--- src/rtl/fifo_mux_buf_if.sv ---
// fifo_mux_buf_if: handshake/data bundle between the 2:1 mux stage, the
// FIFO buffer and the downstream consumer.
//   data_in/valid_in : byte and push strobe from the mux (no backpressure)
//   pop              : read request from the downstream stage
//   data_out/valid_out: registered read data, valid for one cycle per pop
//   full/empty/almost_full/almost_empty : occupancy flags
//   overflow         : sticky "a pushed byte was dropped"
interface fifo_mux_buf_if #(
    parameter int DATA_WIDTH = 8
);
    logic [DATA_WIDTH-1:0] data_in;
    logic                  valid_in;
    logic                  pop;
    logic [DATA_WIDTH-1:0] data_out;
    logic                  valid_out;
    logic                  full;
    logic                  empty;
    logic                  almost_full;
    logic                  almost_empty;
    logic                  overflow;

    // master: the producer/consumer side driving pushes and pops
    modport master (
        output data_in, valid_in, pop,
        input  data_out, valid_out, full, empty, almost_full, almost_empty, overflow
    );

    // slave: the FIFO itself
    modport slave (
        input  data_in, valid_in, pop,
        output data_out, valid_out, full, empty, almost_full, almost_empty, overflow
    );
endinterface

--- src/rtl/fifo_mux_buf.sv ---
// fifo_mux_buf: synchronous FIFO behind the 2:1 mux. Captures every valid
// byte from the mux, holds it until popped, reports occupancy and flags a
// sticky overflow when a byte arrives with no room.
// Ports:
//   clk     : block clock, all flops on posedge
//   reset_L : asynchronous active-low reset
//   bus     : fifo_mux_buf_if.slave (push/pop handshake, data, flags)
module fifo_mux_buf #(
    parameter int DATA_WIDTH = 8,
    parameter int ADDR_WIDTH = 2,
    parameter int AF_TH      = 3,
    parameter int AE_TH      = 1
) (
    input  logic             clk,
    input  logic             reset_L,
    fifo_mux_buf_if.slave    bus
);
    localparam int DEPTH = 2 ** ADDR_WIDTH;
    localparam int CNT_W = ADDR_WIDTH + 1;

    localparam logic [CNT_W-1:0] DEPTH_C = CNT_W'(DEPTH);
    localparam logic [CNT_W-1:0] AF_C    = CNT_W'(AF_TH);
    localparam logic [CNT_W-1:0] AE_C    = CNT_W'(AE_TH);

    logic [DEPTH-1:0][DATA_WIDTH-1:0] mem;
    logic [ADDR_WIDTH-1:0]            wr_ptr;
    logic [ADDR_WIDTH-1:0]            rd_ptr;
    logic [CNT_W-1:0]                 count;
    logic [DATA_WIDTH-1:0]            data_q;
    logic                             vld_q;
    logic                             ovf_q;

    logic full_w;
    logic empty_w;
    logic pop_ok;
    logic push_ok;

    assign full_w  = (count == DEPTH_C);
    assign empty_w = (count == '0);
    assign pop_ok  = bus.pop && !empty_w;
    // When full, a same-cycle pop frees the slot being written: wr_ptr equals
    // rd_ptr, and the read uses the pre-edge contents, so both are safe.
    assign push_ok = bus.valid_in && (!full_w || pop_ok);

    // Storage has no reset; contents are meaningless until written.
    always_ff @(posedge clk) begin
        if (push_ok) mem[wr_ptr] <= bus.data_in;
    end

    always_ff @(posedge clk or negedge reset_L) begin
        if (!reset_L) begin
            wr_ptr <= '0;
            rd_ptr <= '0;
            count  <= '0;
            data_q <= '0;
            vld_q  <= 1'b0;
            ovf_q  <= 1'b0;
        end else begin
            if (push_ok) wr_ptr <= wr_ptr + 1'b1;
            if (pop_ok) begin
                rd_ptr <= rd_ptr + 1'b1;
                data_q <= mem[rd_ptr];
            end
            vld_q <= pop_ok;
            if (bus.valid_in && !push_ok) ovf_q <= 1'b1;
            case ({push_ok, pop_ok})
                2'b10:   count <= count + 1'b1;
                2'b01:   count <= count - 1'b1;
                default: count <= count;
            endcase
        end
    end

    assign bus.data_out     = data_q;
    assign bus.valid_out    = vld_q;
    assign bus.overflow     = ovf_q;
    assign bus.full         = full_w;
    assign bus.empty        = empty_w;
    assign bus.almost_full  = (count >= AF_C);
    assign bus.almost_empty = (count <= AE_C);
endmodule

--- src/flat_wrapper.sv ---
// flat-port wrapper written by rule: the top's interface ports become plain ports
module fifo_mux_buf_flat 
#(
    parameter int DATA_WIDTH = 8,
    parameter int ADDR_WIDTH = 2,
    parameter int AF_TH      = 3,
    parameter int AE_TH      = 1
)
  (clk, reset_L, bus_data_in, bus_valid_in, bus_pop, bus_data_out, bus_valid_out, bus_full, bus_empty, bus_almost_full, bus_almost_empty, bus_overflow);
  fifo_mux_buf_if #(.DATA_WIDTH(DATA_WIDTH)) bus_i ();
  input  logic clk;
  input  logic reset_L;
  input wire logic [$bits(bus_i.data_in)-1:0] bus_data_in;
  input wire logic [$bits(bus_i.valid_in)-1:0] bus_valid_in;
  input wire logic [$bits(bus_i.pop)-1:0] bus_pop;
  output wire logic [$bits(bus_i.data_out)-1:0] bus_data_out;
  output wire logic [$bits(bus_i.valid_out)-1:0] bus_valid_out;
  output wire logic [$bits(bus_i.full)-1:0] bus_full;
  output wire logic [$bits(bus_i.empty)-1:0] bus_empty;
  output wire logic [$bits(bus_i.almost_full)-1:0] bus_almost_full;
  output wire logic [$bits(bus_i.almost_empty)-1:0] bus_almost_empty;
  output wire logic [$bits(bus_i.overflow)-1:0] bus_overflow;
  assign bus_i.data_in = bus_data_in;
  assign bus_i.valid_in = bus_valid_in;
  assign bus_i.pop = bus_pop;
  assign bus_data_out = bus_i.data_out;
  assign bus_valid_out = bus_i.valid_out;
  assign bus_full = bus_i.full;
  assign bus_empty = bus_i.empty;
  assign bus_almost_full = bus_i.almost_full;
  assign bus_almost_empty = bus_i.almost_empty;
  assign bus_overflow = bus_i.overflow;
  fifo_mux_buf #(.DATA_WIDTH(DATA_WIDTH), .ADDR_WIDTH(ADDR_WIDTH), .AF_TH(AF_TH), .AE_TH(AE_TH)) u_core (.clk(clk), .reset_L(reset_L), .bus(bus_i));
endmodule
--- config.mk ---
export PLATFORM = sky130hd
export DESIGN_NAME = fifo_mux_buf_flat
export DESIGN_NICKNAME = d
export VERILOG_FILES = /design/src/rtl/fifo_mux_buf_if.sv /design/src/rtl/fifo_mux_buf.sv /design/src/flat_wrapper.sv
export SDC_FILE = /design/constraint.sdc
export NUM_CORES = 1
export LEC_CHECK = 0
export CORE_MARGIN = 4
export CORE_UTILIZATION = 50
export CTS_BUF_LIST = sky130_fd_sc_hd__clkbuf_8
export DETAILED_ROUTE_END_ITERATION = 10
export DONT_BUFFER_PORTS = 1
export PLACE_DENSITY = 0.68
export SYNTH_ARGS = -nofsm -noshare
export SYNTH_HDL_FRONTEND = slang
export SYNTH_SLANG_ARGS = --single-unit
export TNS_END_PERCENT = 100
--- constraint.sdc ---
create_clock -name clk -period 2 [get_ports clk]
set_input_delay 0 -clock clk [delete_from_list [all_inputs] [get_ports clk]]
set_output_delay 0 -clock clk [all_outputs]
set_load 0.02 [all_outputs]
# After elaboration in Yosys (flattened, before gate mapping)
# Index checks and enable logic that the tools add are counted.
[word_totals]
reg_bits = 49
input_bits = 12
output_inout_bits = 14
[op_classes]
add_sub_neg = 4
n_lt_le_gt_ge = 5
n_eq_ne = 3
muxes = 6
reduce_logical = 10
[ops]
columns = ["operator", "count"]
rows = [
  ["$bwmux W32", 1],
  ["$bmux W8 S2", 1],
  ["$demux W8 S2", 1],
  ["$mux W8", 2],
  ["$lt A2 B3 Y1 const B", 2],
  ["$pmux W3 S2", 1],
  ["$add A2 B1 Y2 const B", 2],
  ["$logic_and A1 B1 Y1", 4],
  ["$add A3 B1 Y3 const B", 1],
  ["$eq A3 B3 Y1 const B", 1],
  ["$ge A3 B2 Y1 const B", 1],
  ["$le A3 B1 Y1 const B", 1],
  ["$logic_not A1 Y1", 3],
  ["$logic_not A3 Y1", 1],
  ["$sub A3 B1 Y3 const B", 1],
  ["$eq A2 B1 Y1 const B", 1],
  ["$eq A2 B2 Y1 const B", 1],
  ["$ge A2 B1 Y1 const B", 1],
  ["$reduce_bool A2 Y1", 1],
  ["$logic_or A1 B1 Y1", 1],
]

# Longest topological paths before layout
[depth]
word_depth = 7
depth_mapped = 9
mapped_depth_nobuf = 9

# Worst setup path after synthesis
# Ideal clock, no wire load.
[synth_timing]
path_kind = "reg2reg"
start = "register u_core.count[0]"
end = "register u_core.count[2]"
setup_ns = 0.127
arrival_time_ns = 1.632
t_required_ns = 1.873
setup_slack_ns = 0.240
path_stages_with_launch = 9
n_path_buf = 0
synth_period_minus_slack_ns = 1.760
cell_sequence = "dfrtp_1 -> inv_1 -> ha_1 -> nand2b_1 -> nand2_1 -> inv_1 -> ha_1 -> a21oi_1 -> o22ai_1"
[synth_between]
elab_chain_cells = 7
word_cells_on_any_way = 13
cone_classes = "add/sub (2); eq/ne (3); mux (1); reduce/logical (7)"
[synth_lines]
columns = ["element", "line_no", "text"]
rows = [
  ["from (decl)", "fifo_mux_buf.sv:28", "logic [CNT_W-1:0] count;"],
  ["from (signal assigned)", "fifo_mux_buf.sv:67", "2'b10: count <= count + 1'b1;"],
  ["from (signal assigned)", "fifo_mux_buf.sv:68", "2'b01: count <= count - 1'b1;"],
  ["from (signal assigned)", "fifo_mux_buf.sv:69", "default: count <= count;"],
  ["$logic_not A3 Y1 (*)", "fifo_mux_buf.sv:39", "assign empty_w = (count == '0);"],
  ["$logic_not A1 Y1 (*)", "fifo_mux_buf.sv:40", "assign pop_ok = bus.pop && !empty_w;"],
  ["$logic_and A1 B1 Y1 (*)", "fifo_mux_buf.sv:40", ""],
  ["net u_core.pop_ok", "fifo_mux_buf.sv:35", "logic pop_ok;"],
  ["$logic_or A1 B1 Y1", "fifo_mux_buf.sv:43", "assign push_ok = bus.valid_in && (!full_w || pop_ok);"],
  ["$logic_and A1 B1 Y1", "fifo_mux_buf.sv:43", ""],
  ["$eq A2 B1 Y1 / $eq A2 B2 Y1 (equally long branches)", "fifo_mux_buf.sv:66", "case ({push_ok, pop_ok})"],
  ["$pmux W3 S2 / $reduce_bool A2 Y1 (equally long branches)", "--", ""],
]
# The timed path passes the listed nets; every way through them passes the cells marked *.
# A chain may end at the register's enable or synchronous reset.

# Worst setup path after layout
[layout_timing]
start = "register u_core.count[0]"
end = "register u_core.count[2]"
[layout_between]
elab_chain_cells = 7
word_cells_on_any_way = 13
cone_classes = "add/sub (2); eq/ne (3); mux (1); reduce/logical (7)"
[layout_lines]
columns = ["element", "line_no"]
rows = [
  ["$logic_not A3 Y1", "fifo_mux_buf.sv:39"],
  ["$logic_not A1 Y1", "fifo_mux_buf.sv:40"],
  ["$logic_and A1 B1 Y1", "fifo_mux_buf.sv:40"],
  ["$logic_or A1 B1 Y1", "fifo_mux_buf.sv:43"],
  ["$logic_and A1 B1 Y1", "fifo_mux_buf.sv:43"],
  ["$eq A2 B1 Y1 / $eq A2 B2 Y1 (equally long branches)", "fifo_mux_buf.sv:66"],
  ["$pmux W3 S2 / $reduce_bool A2 Y1 (equally long branches)", "--"],
]
# Parallel ways exist; a longest one is shown, timed or not.

==> results.md <==
* CTS tree: built
* Syn Nets at 136
* Area of the multi-input gates at 562 µm²
* Diode count at 0
* Syn_area_per_cell at 17.5 µm²
* Fillers at 258
* Skew final at 0.00689 ns
* CP Class: reg2reg
* Starting density of the core at 0.530
* Sw Ratio at 0.339
* Register area share after synthesis at 0.693
* Setup TNS at 0 ns
* # setup viols final at 0
* Mapped Area at 0.00200 mm²
* # rows at 22
* Post-synthesis cell count at 114
* CTS Buf Count at 5
* Slowest stage cell, crit path: dfrtp_1
* Routed WL per cell at 16.7 µm
* Async SR Flop Fraction at 0.347
* Synth Register Bits at 49
* Pwr dens at 1420 mW/mm²
* Post-synth EDFFs at 32
* Static Leak at 0.901 nW
* RSZ-0062 raised after global routing: false
* Drt pass-1 iters at 4
* Final worst-path cycle share at 0.926
* Most frequent cell after synthesis: edfxtp_1
* Top cell type's share of synthesized area at 0.481
* Normalized max-slew margin at 0.448
* Share of cells above drive strength 1 at 0.223
* DR iter-0 viols at 38
* Top_reg_cell synth: edfxtp_1
* Top Ports at 26
* Die width at 71.2 µm
* RD Place Congestion at 0.746
* Fmax at 540 MHz
* Slowest stage delay, CP at 0.42 ns
* Largest area contributor in the netlist: edfxtp_1
* P&R area growth vs syn at 15.2%
* Via count at 974
* DP Wirelength at 2170 µm
* CTS Buffer Depth at 2
* Clk_lat worst skew at 0.30 ns
* Grt total ovfl at 0
* Psw at 0.00111 W
* Final hold viol count at 0
* Final hold slack at 0.0144 ns
* Number of vias per cell at 5.21
* DRT antenna net count at 0
* Number of global-route vias before repair at 1067
* Comb power frac at 0.319
* Synth cell count leaders: edfxtp_1 (32), dfrtp_1 (17), ha_1 (10), inv_1 (10), mux2_2 (9)
* CORE AREA at 0.00377 mm²
* Slew @ Worst Pin at 0.825 ns
* Outcome: finished, final reports clean
* Die height at 71.2 µm
* Total track usage at 0.136
* Clk pwr share at 0.162
* Storage cell area at 0.00139 mm²
* Unique masters post-synth at 20
* Critical Path RT at 2.18 ns
* Hold Path Class: in2reg
* Fin crit period at 1.85 ns
* Initial antenna violation count at 0
* Internal at 0.00217 W
* Die area at 0.00507 mm²
* Seq pwr share at 0.520
* Peak fanout along the critical path at 7
* Layout Nets at 160
* Post-CTS Setup Bufs at 0
* Fin. max-slew vios at 0
* Root buffer cell: clkbuf_8
* Crit end category: flop
* H-tree depth at 2
* Startpoint types: flop
* IO buf count at 0
* Worst IR drop on VDD at 0.000799 V
* Sink Count at 49
* Clock transition at path regs at 0.08 ns
* Final Routed Wirelength at 3130 µm
* Ys Warns at 0
* Max_cap viols at 0
* Crit path arrival time at 2.03 ns
* Synth area leaders: edfxtp_1 (48%), dfrtp_1 (21%), mux4_2 (9.0%), ha_1 (6.3%), mux2_2 (5.1%)
* Largest net degree at the start of global routing at 18
* # DRC at 0
* First-pass GRT wire length at 5010 µm
* Crit-path cells: inv_1 > ha_1 > nand2_1 > o21a_2 > inv_1 > ha_1 > a21oi_1 > o22ai_1
[path summary, 6_finish.rpt]
| check | from | end | slack [ns] | depth (start not counted) |
|---|---|---|---|---|
| setup / recovery | u_core.count[0] | u_core.count[2] | 0.15 | 8 |
| hold / removal | bus_pop | u_core.wr_ptr[0] | 0.01 | 2 |
| setup reg to reg | u_core.count[0] | u_core.count[2] | 0.15 | 8 |
| hold reg to reg | u_core.count[1] | u_core.count[1] | 0.54 | 2 |
| max in group asynchronous | reset_L | u_core.bus.data_out[4] | 1.25 | 1 |
| min in group asynchronous | reset_L | u_core.wr_ptr[0] | 0.24 | 1 |
[power groups by stage]
stage / sequential, W / clock [W] / combinational, W
global placement: 0.00172 / 0 / 0.000990
global route: 0.00175 / 0.000595 / 0.00116
finish: 0.00170 / 0.000531 / 0.00104
CTS: 0.00172 / 0.000555 / 0.00106
floorplan: 0.00165 / 0 / 0.000854
detailed placement: 0.00174 / 0 / 0.00102
[critical path, delay by kind of cell (launching register included)]
family	cells	cell delay, ns
simple gates	1	0.10
fa+ha+maj	2	0.58
flops	1	0.42
buf+inv	2	0.16
compound gates	3	0.46
[through the flow]
| step | instances | area [µm²] | setup WS, ns | power [W] | util |
|---|---|---|---|---|---|
| 2_1_floorplan | 114 | 2000 | 0.240 | 0.00250 | - |
| 3_3_place_gp | 166 | 2090 | 0.225 | 0.00271 | 0.554 |
| 3_5_place_dp | 166 | 2090 | 0.121 | 0.00276 | 0.554 |
| 4_1_cts | 186 | 2290 | 0.0992 | 0.00334 | 0.608 |
| 5_1_grt | 187 | 2300 | 0.0307 | 0.00351 | 0.611 |
| 6_report | 187 | 2300 | 0.147 | 0.00328 | 0.611 |
[placed cells by master (no fill, tap or decap), types with 2 or more instances in the layout]
cell and count:
a21oi_1 2, and2_1 4, buf_4 6, clkbuf_8 5, clkinv_2 2, dfrtp_1 17
dlygate4sd3_1 13, edfxtp_1 32, ha_1 10, inv_1 11, mux2_2 9, mux4_2 8
nand2_1 3, nor2_1 4, o21ai_0 2, xnor2_1 5
[kinds of logic after synthesis]
logic type / after synthesis / synth area share
AOI/OAI and AO/OA: 8 / 0.0238
xor gates and xnor gates: 5 / 0.0219
adders and majority gates: 10 / 0.0626
buffers and inverters: 12 / 0.0263
DFF: 49 / 0.693
muxes: 17 / 0.141
and+or+nand+nor: 13 / 0.0313
[routing by layer]
metal	up-vias	share of wire	global-route usage	wire length, µm
met5	-	0	0	0
met4	0	0.016	0.0668	51
met3	5	0.073	0.0617	229
met2	27	0.52	0.222	1640
met1	480	0.39	0.152	1210
li1	462	-	-	-
[area by class of cell]
| type | count | share of cell area |
|---|---|---|
| Clock buffer | 5 | 0.0299 |
| Clock inverter | 3 | 0.00598 |
| Sequential cell | 49 | 0.602 |
| Inverter | 10 | 0.0163 |
| Tap cell | 48 | 0.0261 |
| Timing Repair Buffer | 19 | 0.0760 |
| Multi-Input combinational cell | 53 | 0.244 |
[registers in the layout, indices dropped and copies added (netlist names)]
signal and count:
u_core.mem 32, u_core.bus.data_out 8, u_core.count 3, u_core.rd_ptr 2, u_core.wr_ptr 2, u_core.bus.overflow 1, u_core.bus.valid_out 1
[timing repair]
item | CTS | global route
hold buffers | 12 | 1
gates resized for setup | 0 | 1
hold endpoints to repair | 52 | 1
endpoints found under the setup margin | 0 | 2
Power figures use the tool's default switching activity.
